--- config.mk ---
export PLATFORM = sky130hd
export DESIGN_NAME = vedic_mult4x4
export DESIGN_NICKNAME = d
export VERILOG_FILES = /design/src/rtl/vedic_mult_pkg.sv /design/src/rtl/vedic4_array.sv /design/src/rtl/vedic_fa.sv /design/src/rtl/vedic_ha.sv /design/src/rtl/vedic_mult4x4.sv
export SDC_FILE = /design/constraint.sdc
export NUM_CORES = 1
export LEC_CHECK = 0
export ABC_CLOCK_PERIOD_IN_PS = 1300
export BUFFER_PORTS_ARGS = -buffer_cell sky130_fd_sc_hd__buf_2
export CORE_MARGIN = 2
export CORE_UTILIZATION = 40
export DETAILED_ROUTE_END_ITERATION = 16
export PLACE_DENSITY = 0.75
export RECOVER_POWER = 100
export SLEW_MARGIN = 30
export SYNTH_ARGS = -nofsm -noshare
export SYNTH_HDL_FRONTEND = slang
export SYNTH_HIERARCHICAL = 1
export SYNTH_SLANG_ARGS = --single-unit
--- constraint.sdc ---
create_clock -name clk -period 1.3 [get_ports clk]
set_clock_uncertainty 0.2 [all_clocks]
set_input_delay 0.13 -clock clk [delete_from_list [all_inputs] [get_ports clk]]
set_output_delay 0.13 -clock clk [all_outputs]
set_load 0.005 [all_outputs]
--- src/rtl/vedic_mult_pkg.sv ---
// rtl/vedic_mult_pkg.sv - shared widths and pipeline latency for the 4x4 Vedic multiplier
// LATENCY follows VEDIC_MULT_INREG_EN (2 with the input register stage, 1 without).
package vedic_mult_pkg;

    localparam int OPND_W = 4;
    localparam int PROD_W = 8;

`ifdef VEDIC_MULT_INREG_EN
    localparam int LATENCY = 2;
`else
    localparam int LATENCY = 1;
`endif

endpackage

--- src/rtl/vedic4_array.sv ---
// rtl/vedic4_array.sv - combinational 4x4 Urdhva-Tiryagbhyam array (AND partial products, HA/FA column reduction)
module vedic4_array
    import vedic_mult_pkg::*;
(
    input  logic [OPND_W-1:0] a,
    input  logic [OPND_W-1:0] b,
    output logic [PROD_W-1:0] p
);

    logic [OPND_W-1:0] pp [OPND_W];   // pp[i][j] = a[i] & b[j]

    always_comb begin
        for (int i = 0; i < OPND_W; i++) begin
            for (int j = 0; j < OPND_W; j++) begin
                pp[i][j] = a[i] & b[j];
            end
        end
    end

    logic c1;
    logic s2a, c2a, c2b;
    logic s3a, c3a, s3b, c3b, c3c;
    logic s4a, c4a, s4b, c4b, c4c;
    logic s5a, c5a, c5b;

    assign p[0] = pp[0][0];

    vedic_ha u_ha1  (.x(pp[1][0]), .y(pp[0][1]), .s(p[1]), .c(c1));

    vedic_fa u_fa2a (.x(pp[2][0]), .y(pp[1][1]), .z(pp[0][2]), .s(s2a), .c(c2a));
    vedic_ha u_ha2b (.x(s2a), .y(c1), .s(p[2]), .c(c2b));

    vedic_fa u_fa3a (.x(pp[3][0]), .y(pp[2][1]), .z(pp[1][2]), .s(s3a), .c(c3a));
    vedic_ha u_ha3b (.x(s3a), .y(pp[0][3]), .s(s3b), .c(c3b));
    vedic_fa u_fa3c (.x(s3b), .y(c2a), .z(c2b), .s(p[3]), .c(c3c));

    vedic_fa u_fa4a (.x(pp[3][1]), .y(pp[2][2]), .z(pp[1][3]), .s(s4a), .c(c4a));
    vedic_ha u_ha4b (.x(s4a), .y(c3c), .s(s4b), .c(c4b));
    vedic_fa u_fa4c (.x(s4b), .y(c3a), .z(c3b), .s(p[4]), .c(c4c));

    vedic_fa u_fa5a (.x(c4a), .y(pp[2][3]), .z(pp[3][2]), .s(s5a), .c(c5a));
    vedic_fa u_fa5b (.x(s5a), .y(c4b), .z(c4c), .s(p[5]), .c(c5b));

    // 15*15 fits in 8 bits, so the col6 carry is the final product bit.
    vedic_fa u_fa6  (.x(c5a), .y(c5b), .z(pp[3][3]), .s(p[6]), .c(p[7]));

endmodule

--- src/rtl/vedic_fa.sv ---
// rtl/vedic_fa.sv - full-adder leaf cell
module vedic_fa (
    input  logic x,
    input  logic y,
    input  logic z,
    output logic s,
    output logic c
);

    assign s = x ^ y ^ z;
    assign c = (x & y) | (x & z) | (y & z);

endmodule

--- src/rtl/vedic_ha.sv ---
// rtl/vedic_ha.sv - half-adder leaf cell
module vedic_ha (
    input  logic x,
    input  logic y,
    output logic s,
    output logic c
);

    assign s = x ^ y;
    assign c = x & y;

endmodule

--- src/rtl/vedic_mult4x4.sv ---
// rtl/vedic_mult4x4.sv - registered 4x4 Vedic multiplier stage with valid pipeline
// VEDIC_MULT_INREG_EN adds an input register stage (latency 2 instead of 1).
module vedic_mult4x4
    import vedic_mult_pkg::*;
(
    input  logic              clk,
    input  logic              rst_n,
    input  logic              in_valid,
    input  logic [OPND_W-1:0] a,
    input  logic [OPND_W-1:0] b,
    output logic              out_valid,
    output logic [PROD_W-1:0] p
);

    logic              arr_valid;
    logic [OPND_W-1:0] arr_a;
    logic [OPND_W-1:0] arr_b;
    logic [PROD_W-1:0] arr_p;

`ifdef VEDIC_MULT_INREG_EN
    logic              in_valid_r;
    logic [OPND_W-1:0] a_r;
    logic [OPND_W-1:0] b_r;

    always_ff @(posedge clk or negedge rst_n) begin
        if (!rst_n) begin
            in_valid_r <= 1'b0;
            a_r        <= '0;
            b_r        <= '0;
        end else begin
            in_valid_r <= in_valid;
            a_r        <= a;
            b_r        <= b;
        end
    end

    assign arr_valid = in_valid_r;
    assign arr_a     = a_r;
    assign arr_b     = b_r;
`else
    assign arr_valid = in_valid;
    assign arr_a     = a;
    assign arr_b     = b;
`endif

    vedic4_array u_array (
        .a (arr_a),
        .b (arr_b),
        .p (arr_p)
    );

    // p keeps the last product across idle cycles; only out_valid drops.
    always_ff @(posedge clk or negedge rst_n) begin
        if (!rst_n) begin
            out_valid <= 1'b0;
            p         <= '0;
        end else begin
            out_valid <= arr_valid;
            if (arr_valid) begin
                p <= arr_p;
            end
        end
    end

endmodule

; Yosys cells after proc, flatten, opt, wreduce, memory -nomap -nowiden
; Index checks and enable logic that the tools add are counted.
[classes]
bitwise = 80
[op_table]
columns = op, n
row1 = $and 1x1->1, 44
row2 = $xor 1x1->1, 20
row3 = $or 1x1->1, 16
[totals]
ff_bits = 9
elab_cells = 82

; Longest topological paths before layout
; Gate-level depths: netlist of run 1.
[logic_depth]
depth_word = 17
depth_mapped = 9

; By module
; Netlist of run 1, hierarchy kept.
[by_module_without_submodules]
columns = module, n_inst, cells_each, area_each_um2, seq_area_each_um2
row1 = vedic_mult4x4, 1, 18, 356.6, 225.2
row2 = vedic_fa, 8, 1, 20.0, 0.0
row3 = vedic4_array, 1, 17, 107.6, 0.0
row4 = vedic_ha, 4, 1, 12.5, 0.0

; Worst setup path after synthesis of run 1
; OpenSTA, ideal clock, no wires.
[synth_timing]
path_type = input-to-reg
from = input b[1]
to = register p[6]
arrival_ps = 3236
slack_ps = -2261
cell_stages = 9
path_buffers = 0
cell_sequence = and2_1 -> fa_1 -> ha_1 -> fa_1 -> ha_1 -> fa_1 -> fa_1 -> fa_1 -> mux2_4
[synth_via]
elab_chain_cells = 16
word_cells_on_any_way = 51
[synth_rtl]
columns = item, line
row1 = from (decl), vedic_mult4x4.sv:10  ; input logic [OPND_W-1:0] b,
row2 = $and 1x1->1 (*), vedic4_array.sv:15  ; pp[i][j] = a[i] & b[j];
row3 = $xor 1x1->1 (*) (2 in series), vedic_fa.sv:10  ; assign s = x ^ y ^ z;
row4 = via u_array.s3a, vedic4_array.sv:22  ; logic s3a, c3a, s3b, c3b, c3c;
row5 = $xor 1x1->1 (*), vedic_ha.sv:9  ; assign s = x ^ y;
row6 = via u_array.s3b, vedic4_array.sv:22
row7 = $and 1x1->1, vedic_fa.sv:11  ; assign c = (x & y) | (x & z) | (y & z);
row8 = $or 1x1->1 (*) (2 in series), vedic_fa.sv:11
row9 = via u_array.c3c, vedic4_array.sv:22
row10 = (+1 left out), n/a
row11 = via u_array.s4b, vedic4_array.sv:23  ; logic s4a, c4a, s4b, c4b, c4c;
row12 = (+1 left out), n/a
row13 = $or 1x1->1 (*) (2 in series), vedic_fa.sv:11
row14 = via u_array.c4c, vedic4_array.sv:23
row15 = $and 1x1->1, vedic_fa.sv:11
row16 = $or 1x1->1, vedic_fa.sv:11
row17 = $or 1x1->1 (*), vedic_fa.sv:11
row18 = via u_array.c5b, vedic4_array.sv:24  ; logic s5a, c5a, c5b;
row19 = $xor 1x1->1 (*) (2 in series), vedic_fa.sv:10
row20 = via arr_p[6], vedic_mult4x4.sv:18  ; logic [PROD_W-1:0] arr_p;
row21 = to (signal assigned), vedic_mult4x4.sv:60  ; p <= arr_p;
row22 = to (decl), vedic_mult4x4.sv:12  ; output logic [PROD_W-1:0] p
; Mark *: on every way through the listed nets, which the timed path passes. The rest lies on a longest branch.
; A chain may end at the register's enable or synchronous reset.

==> results of run 1 <==
-- power groups by stage --
| stage | combinational (W) | sequential [W] | clock, W |
|---|---|---|---|
| after global placement | 0.000313 | 0.000373 | 0 |
| after global routing | 0.000379 | 0.000379 | 0.000233 |
| after detailed placement | 0.000325 | 0.000377 | 0 |
| after CTS | 0.000347 | 0.000373 | 0.000216 |
| after floorplan | 0.000198 | 0.000378 | 0 |
| final | 0.000336 | 0.000371 | 0.000207 |
-- worst max path at each step --
stage	from	endpoint	slack [ps]	cells after the start
after global placement	a[3]	p[6]	-2180	10
after CTS	b[0]	p[6]	-1860	10
after global routing	a[3]	p[6]	-1920	10
after floorplan	a[3]	p[6]	-2020	9
final	a[3]	p[6]	-1860	10
after detailed placement	a[3]	p[6]	-2210	10
-- state kept, by name, indices dropped and copies added, names as in the netlist --
register	cells
p	8
out_valid	1
-- cell families (layout without fill, tap and decap cells) --
group         count (synthesis)  count (layout)  synth area share
buf+inv                       2              32           0.02783
fa+ha+maj                    12              12            0.3117
flops                         9               9            0.3340
mux                           8               8            0.1781
simple gates                 16              16            0.1484
-- area by class of cell --
| type | instances | area (µm²) |
|---|---|---|
| clock buffers | 4 | 26.28 |
| repair buffers | 28 | 201.4 |
| fillers | 128 | 604.3 |
| well taps | 16 | 20.02 |
| multi-input cells | 36 | 464.2 |
| flip-flops and latches | 9 | 225.2 |
-- layout by cell type (no fill, tap or decap) --
cell and instances:
dfrtp_1 9, ha_2 1, fa_1 4, dlygate4sd3_1 2, fa_2 4, mux2_4 7
buf_6 7, and2_4 5, and2_1 10, buf_4 5, clkbuf_1 5, and2_0 1
ha_1 2, mux2_1 1, clkbuf_4 3, ha_4 1, buf_2 10
-- routing by layer --
layer / GRT usage / vias up / part of all wire
met3: 0.02400 / 0 / 0.054
li1: - / 213 / -
met2: 0.2314 / 17 / 0.51
met5: 0 / - / 0
met4: 0.07059 / 0 / 0
met1: 0.1718 / 210 / 0.44
-- stage by stage --
| stage | area, µm² | power, W | TNS [ps] |
|---|---|---|---|
| 2_1_floorplan | 701.9 | 0.0005766 | -8064 |
| 3_3_place_gp | 835.8 | 0.0006853 | -9177 |
| 3_5_place_dp | 835.8 | 0.0007018 | -9350 |
| 4_1_cts | 937.1 | 0.0009358 | -7250 |
| 5_1_grt | 937.1 | 0.0009911 | -7488 |
| 6_report | 937.1 | 0.0009148 | -7243 |
-- timing repair --
item / 4_1_cts / 5_1_grt
pin swaps: 4 / 1
buffers inserted: 2 / 0
gates resized for setup: 9 / 2
hold buffers: 2 / 0
endpoints found under the setup margin: 6 / 6
hold endpoints to repair: 10 / 0
==> metrics.md, run 1 <==
| Metric | Value |
|---|---|
| Status | complete, but fails checks |
| Failing checks | negative setup slack |
| H-tree Lvls | 1 |
| Total Nets Final | 101 |
| Reg clk slew, reported paths | 60 ps |
| Sw Share | 0.2666 |
| Asr flop ratio synth | 1.000 |
| Syn Nets | 70 |
| # diodes | 0 |
| DRT iter0 DRCs | 0 |
| Share of cells above drive strength 1 | 0.5584 |
| Clock sinks | 9 |
| Hold WS | 118.6 ps |
| Clock Latency Late Sink | 250 ps |
| Max incr delay on CP | 470 ps |
| Die X | 45.06 µm |
| Pwr per Cell Area | 976.1 mW/mm² |
| Worst-Margin Slew | 468.7 ps |
| Final setup violation count | 6 |
| Most frequent cell after synthesis | and2_1 |
| Ranking of synthesized cells by area | dfrtp_1 33%, fa_1 24%, mux2_4 18%, and2_1 15%, ha_1 7.4% |
| Post-layout util | 0.6080 |
| Sequential fraction of the synthesis area | 0.3340 |
| Post-synth EDFFs | 0 |
| Post-DP HPWL | 982.7 µm |
| Final Hold Fails | 0 |
| CP Cell Sequence | buf_6 > and2_4 > fa_1 > ha_1 > fa_2 > ha_4 > fa_2 > fa_2 > fa_2 > mux2_4 |
| Maximum clock frequency | 0.3164 GHz |
| Reg2reg path depth | 1 |
| Comb power frac | 0.368 |
| Synth area leader | dfrtp_1 |
| ANT nets after route | 0 |
| Post-Syn Area | 674.4 µm² |
| Most Frequent Cell on Critical Path | fa_2 |
| First-pass GRT wire length | 2007 µm |
| DRC | 0 |
| Hold WC Path Type | in2reg |
| Total congestion overflow | 0 |
| Mean area per synthesized cell | 14.35 µm² |
| Initial antenna violation count | 0 |
| Worst r2r src | p[3] |
| Max clock buf depth | 2 |
| Required time of the worst setup path | 1240 ps |
| Peak fanout along the critical path | 4 |
| CTS Buf Count | 3 |
| TritonRoute pass-1 iters | 1 |
| Crit path max-delay family | adder cells |
| Top FF cell, synth | dfrtp_1 |
| Layout area overhead | 38.96% |
| RSZ-0062 raised after global routing | yes |
| Core Region | 0.001541 mm² |
| WHS Endpoint | p[2] |
| WHS Path Cells | 2 |
| Max Slew Vio Count | 0 |
| Initial Utilization | 0.4375 |
| Max-cap check violation count | 0 |
| Vias in the first global route | 501 |
| Final wirelength | 1128 µm |
| Root Buffer Master | clkbuf_4 |
| Yosys top cell area share | 0.3340 |
| Vias | 440 |
| Fin worst setup slack | -1861 ps |
| Inst Count DP | 85 |
| Clock power frac | 0.226 |
| Via density | 4.731 |
| Crit path DAT | 3100 ps |
| Internal power | 0.0006709 W |
| Leakage | 0.4641 nW |
| Startpoint Class | input port |
| Post-Place Setup Slack | -2207 ps |
| IO buf count | 19 |
| Mapped Cells | 47 |
| R2R setup slack | 330 ps |
| CTS tree | built |
| Seq cells post-synth | 9 |
| Die area | 0.002030 mm² |
| Cell variety after synth | 7 |
| # IOs | 20 |
| Row cnt | 14 |
| Yosys warnings | 6 |
| Slew HR | 0.6875 |
| Total GRT Usage | 0.1389 |
| Reg-to-Reg End | p[3] |
| Die height | 45.06 µm |
| Reg power frac | 0.406 |
| RePlAce Congestion | 0.6874 |
| Peak VDD IR | 386.9 µV |
| Largest net degree at the start of global routing | 10 |
| Crit path time final | 3161 ps |
| Worst path buffer plus inverter count | 1 |
| Slowest CP cell | fa_1 |
| Final worst path period share | 2.431 |
| Synth top cells by count | 16 x and2_1, 9 x dfrtp_1, 8 x fa_1, 8 x mux2_4, 4 x ha_1 |
| Element type at the critical path end | flip-flop |
| Post-Layout Cell Count | 93 |
| Crit Path Category | in2reg |
| Drt wl/cell | 12.13 µm |
| P_sw | 0.0002438 W |
| Hold Crit Start | in_valid |
Power figures use the tool's default switching activity.
==> inputs of run 2 (changes only) <==
Settings changed: ABC_CLOCK_PERIOD_IN_PS 1300 to 3000.
Clock period 1.3 ns to 3 ns, I/O delays scaled along.
==> run 2 against run 1 <==
Against the previous run: the flow still finishes with violations (negative setup slack); wire length is 1.7% higher; non-clock buffer count down 2; total power shrank 57%; global-route usage shrank 0.71 points; combinational power shrank 57%; first-iteration DRC count is the same; utilization down 2.4 points; largest cell class unchanged; highest routed layer is now met4; register-to-register slack gained 1700 ps; die area did not move; sequential power is 57% lower.
==> metrics.md, run 2 (same netlist as run 1, synthesis figures left out) <==
| Metric | Value |
|---|---|
| Post-layout util | 0.5844 (was 0.6080) |
| P_sw | 0.0001042 W (was 0.0002438 W) |
| CP Cell Sequence | buf_6 > and2_4 > fa_1 > ha_4 > fa_2 > ha_4 > fa_2 > fa_2 > fa_2 > mux2_4 (was buf_6 > and2_4 > fa_1 > ha_1 > fa_2 > ha_4 > fa_2 > fa_2 > fa_2 > mux2_4) |
| Reg power frac | 0.413 (was 0.406) |
| TritonRoute pass-1 iters | 1 (unchanged) |
| Crit path depth | 10 (unchanged) |
| Root Buffer Master | clkbuf_4 (unchanged) |
| Max-cap check violation count | 0 (unchanged) |
| Maximum clock frequency | 0.3010 GHz |
| Failing checks | negative setup slack (unchanged) |
| Hold Crit Start | in_valid (unchanged) |
| Final worst path period share | 1.108 |
| Crit path launch | b[0] (was a[3]) |
| Reg2reg path depth | 1 (unchanged) |
| # diodes | 0 (unchanged) |
| H-tree Lvls | 1 (unchanged) |
| Vias | 435 (was 440) |
| Total congestion overflow | 0 (unchanged) |
| Clock Latency Late Sink | 240 ps (was 250 ps) |
| Required time of the worst setup path | 2930 ps (was 1240 ps) |
| Startpoint Class | input port (unchanged) |
| Fin worst setup slack | -322.8 ps (was -1861 ps) |
| RePlAce Congestion | 0.6899 (was 0.6874) |
| Initial Utilization | 0.4375 (unchanged) |
| DRT iter0 DRCs | 0 (unchanged) |
| Via density | 4.780 (was 4.731) |
| Final Hold Fails | 0 (unchanged) |
| Worst r2r src | p[3] (unchanged) |
| Post-DP HPWL | 1036 µm (was 982.7 µm) |
| Register with the most flip-flops | p (unchanged) |
| Largest register FFs | 8 (unchanged) |
| R2R setup slack | 2030 ps (was 330 ps) |
| Die X | 45.06 µm (unchanged) |
| # IOs | 20 (unchanged) |
| IO buf count | 19 (unchanged) |
| Slowest CP cell | fa_1 (unchanged) |
| Clock sinks | 9 (unchanged) |
| Reg clk slew, reported paths | 60 ps (about the same) |
| Leakage | 0.4417 nW (was 0.4641 nW) |
| Crit path time final | 3323 ps |
| Crit path max-delay family | adder cells (unchanged) |
| Commonest non-fill, non-tap cells in the layout | 13 x buf_2, 10 x and2_1, 9 x dfrtp_1, 8 x mux2_4, 7 x buf_4 (was 10 x buf_2, 10 x and2_1, 9 x dfrtp_1, 7 x mux2_4, 7 x buf_6) |
| Share of cells above drive strength 1 | 0.5600 (was 0.5584) |
| Max incr delay on CP | 570 ps (was 470 ps) |
| Pwr per Cell Area | 434.5 mW/mm² (was 976.1 mW/mm²) |
| Crit Path Category | in2reg (unchanged) |
| Layout area overhead | 33.58% (was 38.96%) |
| Area post-placement | 840.8 µm² (was 835.8 µm²) |
| Commonest non-fill, non-tap cell in the layout | buf_2 |
| Total GRT Usage | 0.1318 (was 0.1389) |
| ANT nets after route | 0 (unchanged) |
| Initial antenna violation count | 0 (unchanged) |
| Drt wl/cell | 12.60 µm (was 12.13 µm) |
| Internal power | 0.0002871 W (was 0.0006709 W) |
| Worst path buffer plus inverter count | 1 (unchanged) |
| Worst setup path end | p[6] (unchanged) |
| Vias in the first global route | 466 (was 501) |
| Crit path DAT | 3260 ps (was 3100 ps) |
| Most Frequent Cell on Critical Path | fa_2 (unchanged) |
| Reg-to-Reg End | p[3] (unchanged) |
| DRC | 0 (unchanged) |
| Die area | 0.002030 mm² (unchanged) |
| Final Cell Area | 900.9 µm² (was 937.1 µm²) |
| First-pass GRT wire length | 1925 µm (was 2007 µm) |
| Final setup TNS | -585.6 ps (was -7243 ps) |
| Clock power frac | 0.223 (was 0.226) |
| Peak VDD IR | 173.3 µV (was 386.9 µV) |
| Worst-Margin Slew | 451.3 ps (was 468.7 ps) |
| Comb power frac | 0.365 (was 0.368) |
| Setup bufs post-CTS | 0 (was 2) |
| CTS tree | built (unchanged) |
| Max Slew Vio Count | 0 (unchanged) |
| Largest net degree at the start of global routing | 10 (unchanged) |
| Largest regs | p: 8 flops, out_valid: 1 flops (unchanged) |
| Die height | 45.06 µm (unchanged) |
| Peak fanout along the critical path | 2 (was 4) |
| Element type at the critical path end | flip-flop (unchanged) |
| Final wirelength | 1147 µm (was 1128 µm) |
| Sw Share | 0.2664 (was 0.2666) |
| Max clock buf depth | 2 (unchanged) |
| RSZ-0062 raised after global routing | yes (unchanged) |
| Core Region | 0.001541 mm² (unchanged) |
| Row cnt | 14 (unchanged) |
| Slew HR | 0.6991 (was 0.6875) |
| Hold WC Path Type | in2reg (unchanged) |
| CTS Buf Count | 3 (unchanged) |
| Total Nets Final | 99 (was 101) |
| Status | complete, but fails checks (unchanged) |
| Final setup violation count | 2 (was 6) |
==> run 2: cell count changes in the layout (fill, tap and decap cells not counted) <==
cell	previous run	this run
ha_1	2	1
clkbuf_1	5	4
buf_2	10	13
and2_0	1	3
dlygate4sd3_1	2	1
ha_4	1	2
and2_4	5	3
buf_4	5	7
buf_6	7	1
mux2_4	7	8
mux2_1	1	0
buf_1	0	1
==> run 2: power groups by stage <==
stage | Sequential, W | Combinational, W | Clock (W)
2_1_floorplan | 0.000164 | 0.0000854 | 0
3_3_place_gp | 0.000162 | 0.000136 | 0
3_5_place_dp | 0.000164 | 0.000143 | 0
4_1_cts | 0.000163 | 0.000148 | 0.0000902
5_1_grt | 0.000165 | 0.000159 | 0.0000986
6_report | 0.000161 | 0.000143 | 0.0000872
==> run 2: cell type report <==
type | instances | area [µm²]
Timing Repair Buffer | 26 | 153.9
Tap cell | 16 | 20.02
Fill cell | 142 | 640.6
Multi-Input combinational cell | 36 | 475.5
Sequential cell | 9 | 225.2
Clock buffer | 4 | 26.28
==> run 2: how the worst min path moves through the flow <==
| stage | endpoint | depth (start not counted) |
|---|---|---|
| finish | out_valid | 1 |
| global route | out_valid | 1 |
| CTS | out_valid | 1 |
| floorplan | out_valid | 0 |
| global placement | p[0] | 1 |
| detailed placement | out_valid | 1 |
==> run 2: through the flow <==
stage          hold slack (ps)  setup slack [ps]  cells  total power, W
5_1_grt                  117.5            -356.4     91       0.0004228
3_5_place_dp            -40.26            -666.8     86       0.0003064
6_report                 119.9            -322.8     91       0.0003914
4_1_cts                  117.9            -360.3     91       0.0004009
3_3_place_gp            -47.41            -646.7     86       0.0002980
2_1_floorplan           -195.6            -486.0     47       0.0002493
==> run 2: layer usage <==
layer | part of all wire | routed length [µm] | vias up | global-route usage
li1 | - | - | 208 | -
met1 | 0.45 | 515 | 208 | 0.1624
met2 | 0.49 | 561 | 17 | 0.2343
met3 | 0.055 | 63 | 2 | 0.01200
met4 | 0.0070 | 8 | 0 | 0.05294
met5 | 0 | 0 | - | 0
==> run 2: repair_timing <==
item | 4_1_cts | 5_1_grt
gates resized for setup | 3 | 3
endpoints found under the hold margin | 9 | 0
setup endpoints to repair | 3 | 3
hold buffers | 1 | 0
pin swaps | 2 | 3
